==> config.mk <==
export PLATFORM = sky130hd
export DESIGN_NAME = tanh_interp_scheduler
export DESIGN_NICKNAME = d
export VERILOG_FILES = /design/src/rtl/tanh_interp_scheduler.sv
export SDC_FILE = /design/constraint.sdc
export NUM_CORES = 1
export LEC_CHECK = 0
export ABC_CLOCK_PERIOD_IN_PS = 3100
export CAP_MARGIN = 20
export CELL_PAD_IN_SITES_DETAIL_PLACEMENT = 1
export CELL_PAD_IN_SITES_GLOBAL_PLACEMENT = 2
export CORE_MARGIN = 2
export CORE_UTILIZATION = 28
export DETAILED_ROUTE_END_ITERATION = 7
export GPL_TIMING_DRIVEN = 0
export PLACE_DENSITY_LB_ADDON = 0.1
export SLEW_MARGIN = 20
export SYNTH_ARGS = -nofsm -noshare
export SYNTH_HDL_FRONTEND = slang
export SYNTH_SLANG_ARGS = --single-unit
==> constraint.sdc <==
create_clock -name clk -period 3.1 [get_ports clk]
set_input_delay 0.775 -clock clk [delete_from_list [all_inputs] [get_ports clk]]
set_output_delay 0.775 -clock clk [all_outputs]
set_load 0.05 [all_outputs]
==> src/rtl/tanh_interp_scheduler.sv <==
// tanh_interp_scheduler: round-robin scheduler sharing one tanh table and one linear interpolator among N_REQ requesters.
// Optional feature macro: TANH_SAT_EN (saturated operands bypass the table and answer one cycle after grant).
module tanh_interp_scheduler #(
    parameter int N_REQ  = 4,
    parameter int W      = 8,
    parameter int ADDR_W = 5
) (
    input  logic                 clk,
    input  logic                 rst,
    input  logic [N_REQ-1:0]     req,
    input  logic [N_REQ*W-1:0]   z__in,
    output logic [N_REQ-1:0]     ack,
    output logic [W-1:0]         res__data,
    output logic                 tbl__en,
    output logic [ADDR_W-1:0]    tbl__addr,
    input  logic [W-1:0]         tbl__data,
    output logic [W-1:0]         ip__z,
    output logic [W-1:0]         ip__base,
    output logic [W-1:0]         ip__next,
    output logic [W-1:0]         ip__int,
    input  logic [W-1:0]         ip__value
);

    localparam int GW = (N_REQ > 1) ? $clog2(N_REQ) : 1;
    localparam logic [W-1:0] INT_MASK = {{(W-4){1'b1}}, 4'b0000};

    typedef enum logic [2:0] {IDLE, RD_BASE, RD_NEXT, WAIT, EVAL, RESP} state_t;

    state_t             state_q, state_d;
    logic [GW-1:0]      p_q, p_d;
    logic [GW-1:0]      g_q, g_d;
    logic [W-1:0]       z_q, z_d;
    logic [W-1:0]       base_q, base_d;
    logic [N_REQ-1:0]   ack_q, ack_d;
    logic [W-1:0]       res_q, res_d;
    logic               tbl_en_q, tbl_en_d;
    logic [ADDR_W-1:0]  tbl_addr_q, tbl_addr_d;
    logic [W-1:0]       ipz_q, ipz_d;
    logic [W-1:0]       ipb_q, ipb_d;
    logic [W-1:0]       ipn_q, ipn_d;
    logic [W-1:0]       ipi_q, ipi_d;

    logic               found;
    logic [GW-1:0]      gsel;
    logic [W-1:0]       z_sel;
    logic [ADDR_W-1:0]  a_sel;
    logic               sat_hi, sat_lo;

    // Round-robin scan: first asserted request at or after the pointer, wrapping upward.
    always_comb begin
        found = 1'b0;
        gsel  = '0;
        for (int k = 0; k < N_REQ; k++) begin
            if (!found && req[(int'(p_q) + k) % N_REQ]) begin
                found = 1'b1;
                gsel  = GW'((int'(p_q) + k) % N_REQ);
            end
        end
    end

    // Operand of the candidate requester, its base table address and saturation class.
    always_comb begin
        z_sel = z__in[int'(gsel)*W +: W];
        a_sel = ADDR_W'($signed(z_sel) >>> 4) + ADDR_W'(8);
`ifdef TANH_SAT_EN
        sat_hi = $signed(z_sel) >= $signed(W'(48));
        sat_lo = $signed(z_sel) <= -$signed(W'(48));
`else
        sat_hi = 1'b0;
        sat_lo = 1'b0;
`endif
    end

    // FSM next-state and registered-output computation.
    always_comb begin
        state_d    = state_q;
        p_d        = p_q;
        g_d        = g_q;
        z_d        = z_q;
        base_d     = base_q;
        ack_d      = ack_q;
        res_d      = res_q;
        tbl_en_d   = tbl_en_q;
        tbl_addr_d = tbl_addr_q;
        ipz_d      = ipz_q;
        ipb_d      = ipb_q;
        ipn_d      = ipn_q;
        ipi_d      = ipi_q;
        case (state_q)
            IDLE: begin
                if (found) begin
                    g_d = gsel;
                    z_d = z_sel;
                    p_d = (gsel == GW'(N_REQ - 1)) ? '0 : gsel + GW'(1);
                    if (sat_hi || sat_lo) begin
                        res_d   = sat_hi ? W'(16) : -W'(16);
                        ack_d   = N_REQ'(1) << gsel;
                        state_d = RESP;
                    end else begin
                        tbl_en_d   = 1'b1;
                        tbl_addr_d = a_sel;
                        state_d    = RD_BASE;
                    end
                end
            end
            RD_BASE: begin
                tbl_addr_d = tbl_addr_q + ADDR_W'(1);
                state_d    = RD_NEXT;
            end
            RD_NEXT: begin
                base_d   = tbl__data;
                tbl_en_d = 1'b0;
                state_d  = WAIT;
            end
            WAIT: begin
                ipz_d   = z_q;
                ipb_d   = base_q;
                ipn_d   = tbl__data;
                ipi_d   = z_q & INT_MASK;
                state_d = EVAL;
            end
            EVAL: begin
                res_d   = ip__value;
                ack_d   = N_REQ'(1) << g_q;
                state_d = RESP;
            end
            RESP: begin
                ack_d   = '0;
                state_d = IDLE;
            end
            default: state_d = IDLE;
        endcase
    end

    // State and output registers; reset aborts any operation without an ack.
    always_ff @(posedge clk or posedge rst) begin
        if (rst) begin
            state_q    <= IDLE;
            p_q        <= '0;
            g_q        <= '0;
            z_q        <= '0;
            base_q     <= '0;
            ack_q      <= '0;
            res_q      <= '0;
            tbl_en_q   <= 1'b0;
            tbl_addr_q <= '0;
            ipz_q      <= '0;
            ipb_q      <= '0;
            ipn_q      <= '0;
            ipi_q      <= '0;
        end else begin
            state_q    <= state_d;
            p_q        <= p_d;
            g_q        <= g_d;
            z_q        <= z_d;
            base_q     <= base_d;
            ack_q      <= ack_d;
            res_q      <= res_d;
            tbl_en_q   <= tbl_en_d;
            tbl_addr_q <= tbl_addr_d;
            ipz_q      <= ipz_d;
            ipb_q      <= ipb_d;
            ipn_q      <= ipn_d;
            ipi_q      <= ipi_d;
        end
    end

    assign ack       = ack_q;
    assign res__data = res_q;
    assign tbl__en   = tbl_en_q;
    assign tbl__addr = tbl_addr_q;
    assign ip__z     = ipz_q;
    assign ip__base  = ipb_q;
    assign ip__next  = ipn_q;
    assign ip__int   = ipi_q;

endmodule

==> summary.txt, run 1 <==
P&R area growth vs syn - 48.8%
First-pass GRT wire length - 11600 um
Setup TNS - 0 ps
Final cell count without fillers - 488
CP startpoint - req[1]
RR Startpoint - p_q[0]
Max clock buf depth - 2
Global-route total usage across every layer - 0.133
Yosys reg bits - 65
Placer Congestion - 0.695
Post-Route WL - 7350 um
Max IR drop VDD - 0.460 mV
Post-detail-place hpwl - 5310 um
CP bufs+invs - 2
Clock Latency Late Sink - 340 ps
Buffers on Ports - 99
Hold Path Depth - 2
Cell variety after synth - 39
ANT cells - 0
Core ar. - 10300 um^2
Critical Path Start Type - input pin
Yosys top cell area share - 0.550
Die X - 107 um
Crit-path slowest cell - nor4_1
Worst Reg-to-Reg Cells - 8
RSZ-0062 raised after global routing - no
Hold Crit Class - flip-flop to flip-flop
Detailed-route DRC error count - 0
Syn avg cell area - 12.7 um^2
Final Setup Violations - 0
Largest net degree at the start of global routing - 51
Number of global-route vias before repair - 2344
Mapped cell area - 2960 um^2
Critical Path End Type - flip-flop
Top delay family on crit path - simple AND/OR/NAND/NOR gates
CP endpoint - tbl__addr[0]
CTS tree - yes
CTS root buffer - clkbuf_8
Iter 0 DRT Violations - 38
Slew margin rel. - 0.455
Max_cap viols - 0
Synth cell count leaders - dfrtp_1 (65), mux2_2 (48), mux2i_1 (18), nand2_1 (14), nor2_1 (11)
Initial antenna violation count - 0
Avg WL per Cell - 15.1 um
Fin. Hold Viols - 0
Die area - 11400 um^2
H-Tree Depth - 3
Final Max Slew Viols - 0
Async set or reset register ratio after synthesis - 1.00
Hold_buf cts - 0
Share of the yosys chip area belonging to registers - 0.550
GRT overflow - 0
Fmax achieved - 383 MHz
Ys flop type - dfrtp_1
R2R setup slack - 1070 ps
Placed cell count - 472
Clock sinks - 65
Most used cell, CP - nor4_1
Post-layout instance area - 4400 um^2
Synth area leaders - dfrtp_1 (55%), mux2_2 (18%), mux2i_1 (6.1%)
Tcrit/Tclk final - 0.842
Run status - complete, no violations
CTS clk-pin slew, worst paths - 70 ps
Cell Rows - 37
Layout net count - 402
Syn Inst Count - 233
Most numerous cell in the Yosys netlist - dfrtp_1
Die Height - 107 um
Worst Path Required - 3330 ps
DP Area - 4160 um^2
Worst Tran Pin Value - 810 ps
Levels on crit path - 5
Clock Skew - 6.12 ps
Initial Util - 0.288
Synthesis Warnings - 0
Worst R2R End - z_q[7]
Crit-path cells - clkdlybuf4s50_1 > nor4_1 > nor4_1 > clkbuf_1 > a221o_1
Vias per std cell - 4.51
CP Class - input pin to flip-flop
LEAKAGE - 0.00188 uW
Vias post-DR - 2201
Share of cells above drive strength 1 - 0.239
Yosys top cell by area - dfrtp_1
Pwr dens - 1230 nW/um^2
1st-pass router iterations - 4
Critical path data arrival time - 2840 ps
Post-synth EDFFs - 0
Cts bufs inserted - 9
Ports - 104
Max stage delay on crit path - 740 ps
Crit Path Max Fanout - 10
ANT nets after route - 0
Final worst path period need - 2610 ps
Final hold slack - 478 ps
Setup bufs post-CTS - 0
Fill cell count - 1126
Resize count post-CTS - 0
[kinds of logic (layout without fill, tap and decap cells)]
family	after synthesis	in the layout	synth area share
multiplexers	66	66	0.244
flip-flops	65	65	0.550
AND/OR/NAND/NOR	43	43	0.0749
AO/OA/AOI/OAI	32	32	0.0728
buffers and inverters	24	140	0.0495
adder cells (fa/ha/maj)	1	1	0.00423
other	1	4	0.00127
XOR/XNOR	1	1	0.00296
[layer usage]
layer  global-route usage  wire (um)
met1                0.164       3320
met2                0.205       3240
met3               0.0584        700
met4               0.0501         95
met5                    0          0
[power breakdown]
group	switching, uW	internal [uW]
registers	260	1280
logic	1800	1220
clock network	326	519
[how the worst min path moves through the flow]
| stage | startpoint | endpoint | slack (ps) |
|---|---|---|---|
| floorplan | z_q[5] | z_q[5] | 450 |
| global placement | z_q[3] | z_q[3] | 460 |
| detailed placement | z_q[3] | z_q[3] | 470 |
| CTS | z_q[3] | z_q[3] | 480 |
| global route | ack[0] | ack[0] | 510 |
| finish | z_q[3] | z_q[3] | 480 |
[worst register-to-register path, stage by stage (launching register included)]
cell,delay (ps)
dfrtp_1,380
nand2b_1,140
a21oi_1,80
a211oi_2,220
buf_6,210
buf_12,170
mux2i_1,250
mux2i_1,170
mux2_2,290
[cells in the final DEF (no fill, tap or decap), types with 2 or more instances in the layout]
cell type        netlist  final
clkdlybuf4s50_1        0     99
dfrtp_1               65     65
mux2_2                48     48
mux2i_1               18     18
nand2_1               14     14
clkbuf_8               0     12
nor2_1                11     11
o21ai_0                8      8
buf_4                  8      8
a21oi_1                7      7
clkbuf_1               6      6
inv_1                  6      5
o21ai_1                4      4
conb_1                 1      4
nand3_1                3      3
nand2b_1               3      3
nor4_1                 2      2
nor3b_1                2      2
buf_2                  2      2
a22o_1                 2      2
nor2b_1                2      2
o41ai_1                2      2
bufinv_16              0      2
[registers in the layout, summed over array words and instances (netlist names)]
| name | cells |
|---|---|
| ip__next | 8 |
| state_q | 3 |
| p_q | 2 |
| ip__base | 8 |
| res__data | 8 |
| base_q | 8 |
| tbl__addr | 5 |
| ack | 4 |
| tbl__en | 1 |
| ip__z | 8 |
| g_q | 2 |
| z_q | 8 |
[stage by stage]
stage / util / worst slack [ps] / total power [uW]
after floorplan: - / 699 / 3630
after global placement: 0.402 / -554 / 4580
after detailed placement: 0.405 / 127 / 4620
after CTS: 0.428 / 486 / 5490
after global routing: 0.428 / 242 / 5740
final: 0.428 / 490 / 5400
[cell type report]
type                            count  area (um^2)  area share
Timing Repair Buffer              100         1020       0.232
Clock buffer                       12          165      0.0376
Inverter                            6         25.0     0.00569
Sequential cell                    65         1630       0.370
Tap cell                          136          170      0.0387
Multi-Input combinational cell    147         1190       0.271
Buffer                             18          124      0.0282
Clock inverter                      4         73.8      0.0168
Note: power is estimated with default switching activity, not from simulation.
==> run 2, diff against run 1 <==
- ABC_CLOCK_PERIOD_IN_PS: 3100 -> 2350
- CORE_UTILIZATION: 28 -> 26
- clock period: 3.1 -> 2.35 ns (I/O delays scaled with it)
==> run 2 against run 1 <==
  * Die area is 7.4% higher
  * Register-to-register slack worse by 640 ps
  * Sequential cell count unchanged
  * Critical path depth up 4
  * First-iteration DRC count is 140% higher
  * Global-route usage fell by 0.26 points
  * Worst hold slack worse by 3.0 ps
  * Total power up 37%
  * Critical path type unchanged
  * Critical endpoint unchanged
  * Largest cell class unchanged
==> summary.txt, run 2 (same netlist as run 1, synthesis figures left out) <==
Fin util - 0.411
Layout net count - 405
Die X - 111 um
Critical Path End Type - flip-flop
Final setup margin - 87.1 ps
CP bufs+invs - 3
Tcrit/Tclk final - 0.963
Footprint of the multi-input gates - 1220 um^2
Largest net degree at the start of global routing - 54
ANT cells - 0
Sw Share - 0.434
Max_cap viols - 0
CTS root buffer - clkbuf_16
P_sw - 3210 uW
Max clock buf depth - 2
Worst hold path startpoint - z_q[6]
1st-pass router iterations - 4
Cts bufs inserted - 9
Most common cell after layout, fill and taps aside - clkdlybuf4s50_1
Slew margin rel. - 0.556
Critical Path Start Type - input pin
Setup WS pre-CTS - -458 ps
Iter 0 DRT Violations - 92
Crit-path slowest cell - clkdlybuf4s50_1
Final worst path period need - 2260 ps
RR Startpoint - p_q[0]
Buffers on Ports - 99
Fin. Hold Viols - 0
LEAKAGE - 0.00191 uW
Global-route total usage across every layer - 0.130
Vias per std cell - 4.50
Pwr dens - 1640 nW/um^2
Clock sinks - 65
Most frequent cells in the layout - clkdlybuf4s50_1 (98), dfrtp_1 (65), mux2_2 (48)
Most used cell, CP - mux2i_2
Top delay family on crit path - buffers and inverters
Clock Skew - 11.2 ps
P&R area growth vs syn - 52.6%
Share of cells above drive strength 1 - 0.259
Setup TNS - 0 ps
Worst Tran Pin Value - 664 ps
R2R setup slack - 430 ps
CTS clk-pin slew, worst paths - 60 ps
CTS tree - yes
Register Area - 1630 um^2
H-Tree Depth - 3
ANT nets after route - 0
Fill cell count - 1199
Crit Path Max Fanout - 4
Sequential share of power - 0.276
Clock network power share - 0.178
Worst R2R End - tbl__addr[0]
Tot Pwr - 7400 uW
Initial Util - 0.269
Final Max Slew Viols - 0
Worst Hold End - z_q[6]
RSZ-0062 raised after global routing - yes
DP Area - 4160 um^2
Ports - 104
Run status - complete, no violations
P_int - 4190 uW
Final Setup Violations - 0
Max IR drop VDD - 0.703 mV
Max stage delay on crit path - 480 ps
Comb pwr share - 0.546
Placer Congestion - 0.712
Detailed-route DRC error count - 0
Post-layout instance area - 4510 um^2
Avg WL per Cell - 15.4 um
First-pass GRT wire length - 12700 um
Post-detail-place hpwl - 5450 um
Hold Path Depth - 2
Number of global-route vias before repair - 2429
Die area - 12200 um^2
Hold_buf cts - 0
Initial antenna violation count - 0
Worst Path Required - 2560 ps
Worst Reg-to-Reg Cells - 8
Core ar. - 11000 um^2
Cell Rows - 38
Crit-path cells - clkdlybuf4s50_1 > nand2b_1 > a21oi_1 > a211oi_2 > buf_6 > buf_4 > mux2i_2 > mux2i_2 > a221o_1
Hold Crit Class - flip-flop to flip-flop
Die Height - 111 um
Post-Route WL - 7640 um
Fmax achieved - 442 MHz
Critical path data arrival time - 2470 ps
CP Class - input pin to flip-flop
Vias post-DR - 2229
Clock Latency Late Sink - 320 ps
GRT overflow - 0
[run 2: layer usage]
metal / wire [um] / vias up / part of all wire / global-route usage
li1: - / 1058 / - / -
met2: 3570 / 74 / 0.47 / 0.208
met3: 608 / 4 / 0.080 / 0.0510
met4: 41 / 0 / 0.0054 / 0.0475
met1: 3420 / 1093 / 0.45 / 0.160
met5: 0 / - / 0 / 0
[run 2: what timing repair did]
action / in CTS / in global routing
endpoints found under the setup margin: 13 / 5
setup buffers: 2 / 1
endpoints found under the hold margin: 0 / 0
pin swaps: 0 / 0
resized for setup: 3 / 6
[run 2: layout make-up]
class,instances,share of cell area
buffer,18,0.0277
timing repair buffer,103,0.231
clock buffer,12,0.0547
multi-input combinational,147,0.270
sequential,65,0.361
inverter,6,0.00555
clock inverter,4,0.0117
tap,140,0.0388
[run 2: worst reg2reg max path, cell delays in order, from the launching register on]
cell and delay (ps):
dfrtp_1 390, nand2b_1 150, a21oi_1 80, a211oi_2 230
buf_6 150, buf_4 150, mux2i_2 220, mux2i_2 130
a221o_1 300
[run 2: how the worst max path moves through the flow]
stage / from / to / slack, ps / cells past startpoint
after global routing: req[0] / tbl__en / -9 / 6
after floorplan: rst / ack[0] / 140 / 1
final: req[0] / tbl__addr[0] / 90 / 9
after global placement: rst / ip__z[2] / -1230 / 2
after detailed placement: req[1] / z_q[7] / -460 / 9
after CTS: req[0] / z_q[7] / 20 / 9
[run 2: through the flow]
step	hold slack, ps	instances
floorplan	446	236
global placement	460	475
detailed placement	467	476
CTS	478	494
global route	513	495
finish	475	495
[run 2: power by group through the flow]
stage / clock, uW / combinational (uW) / sequential [uW]
2_1_floorplan: 0 / 1550 / 3240
6_report: 1320 / 4040 / 2040
3_5_place_dp: 0 / 4050 / 2060
5_1_grt: 1420 / 4310 / 2140
4_1_cts: 1360 / 4090 / 2050
3_3_place_gp: 0 / 4020 / 2050
==> run 3, diff against run 2 <==
- CAP_MARGIN: 20 -> 15
==> results of run 3 <==
No change in the layout: final DEF, timing and power equal those of run 2.
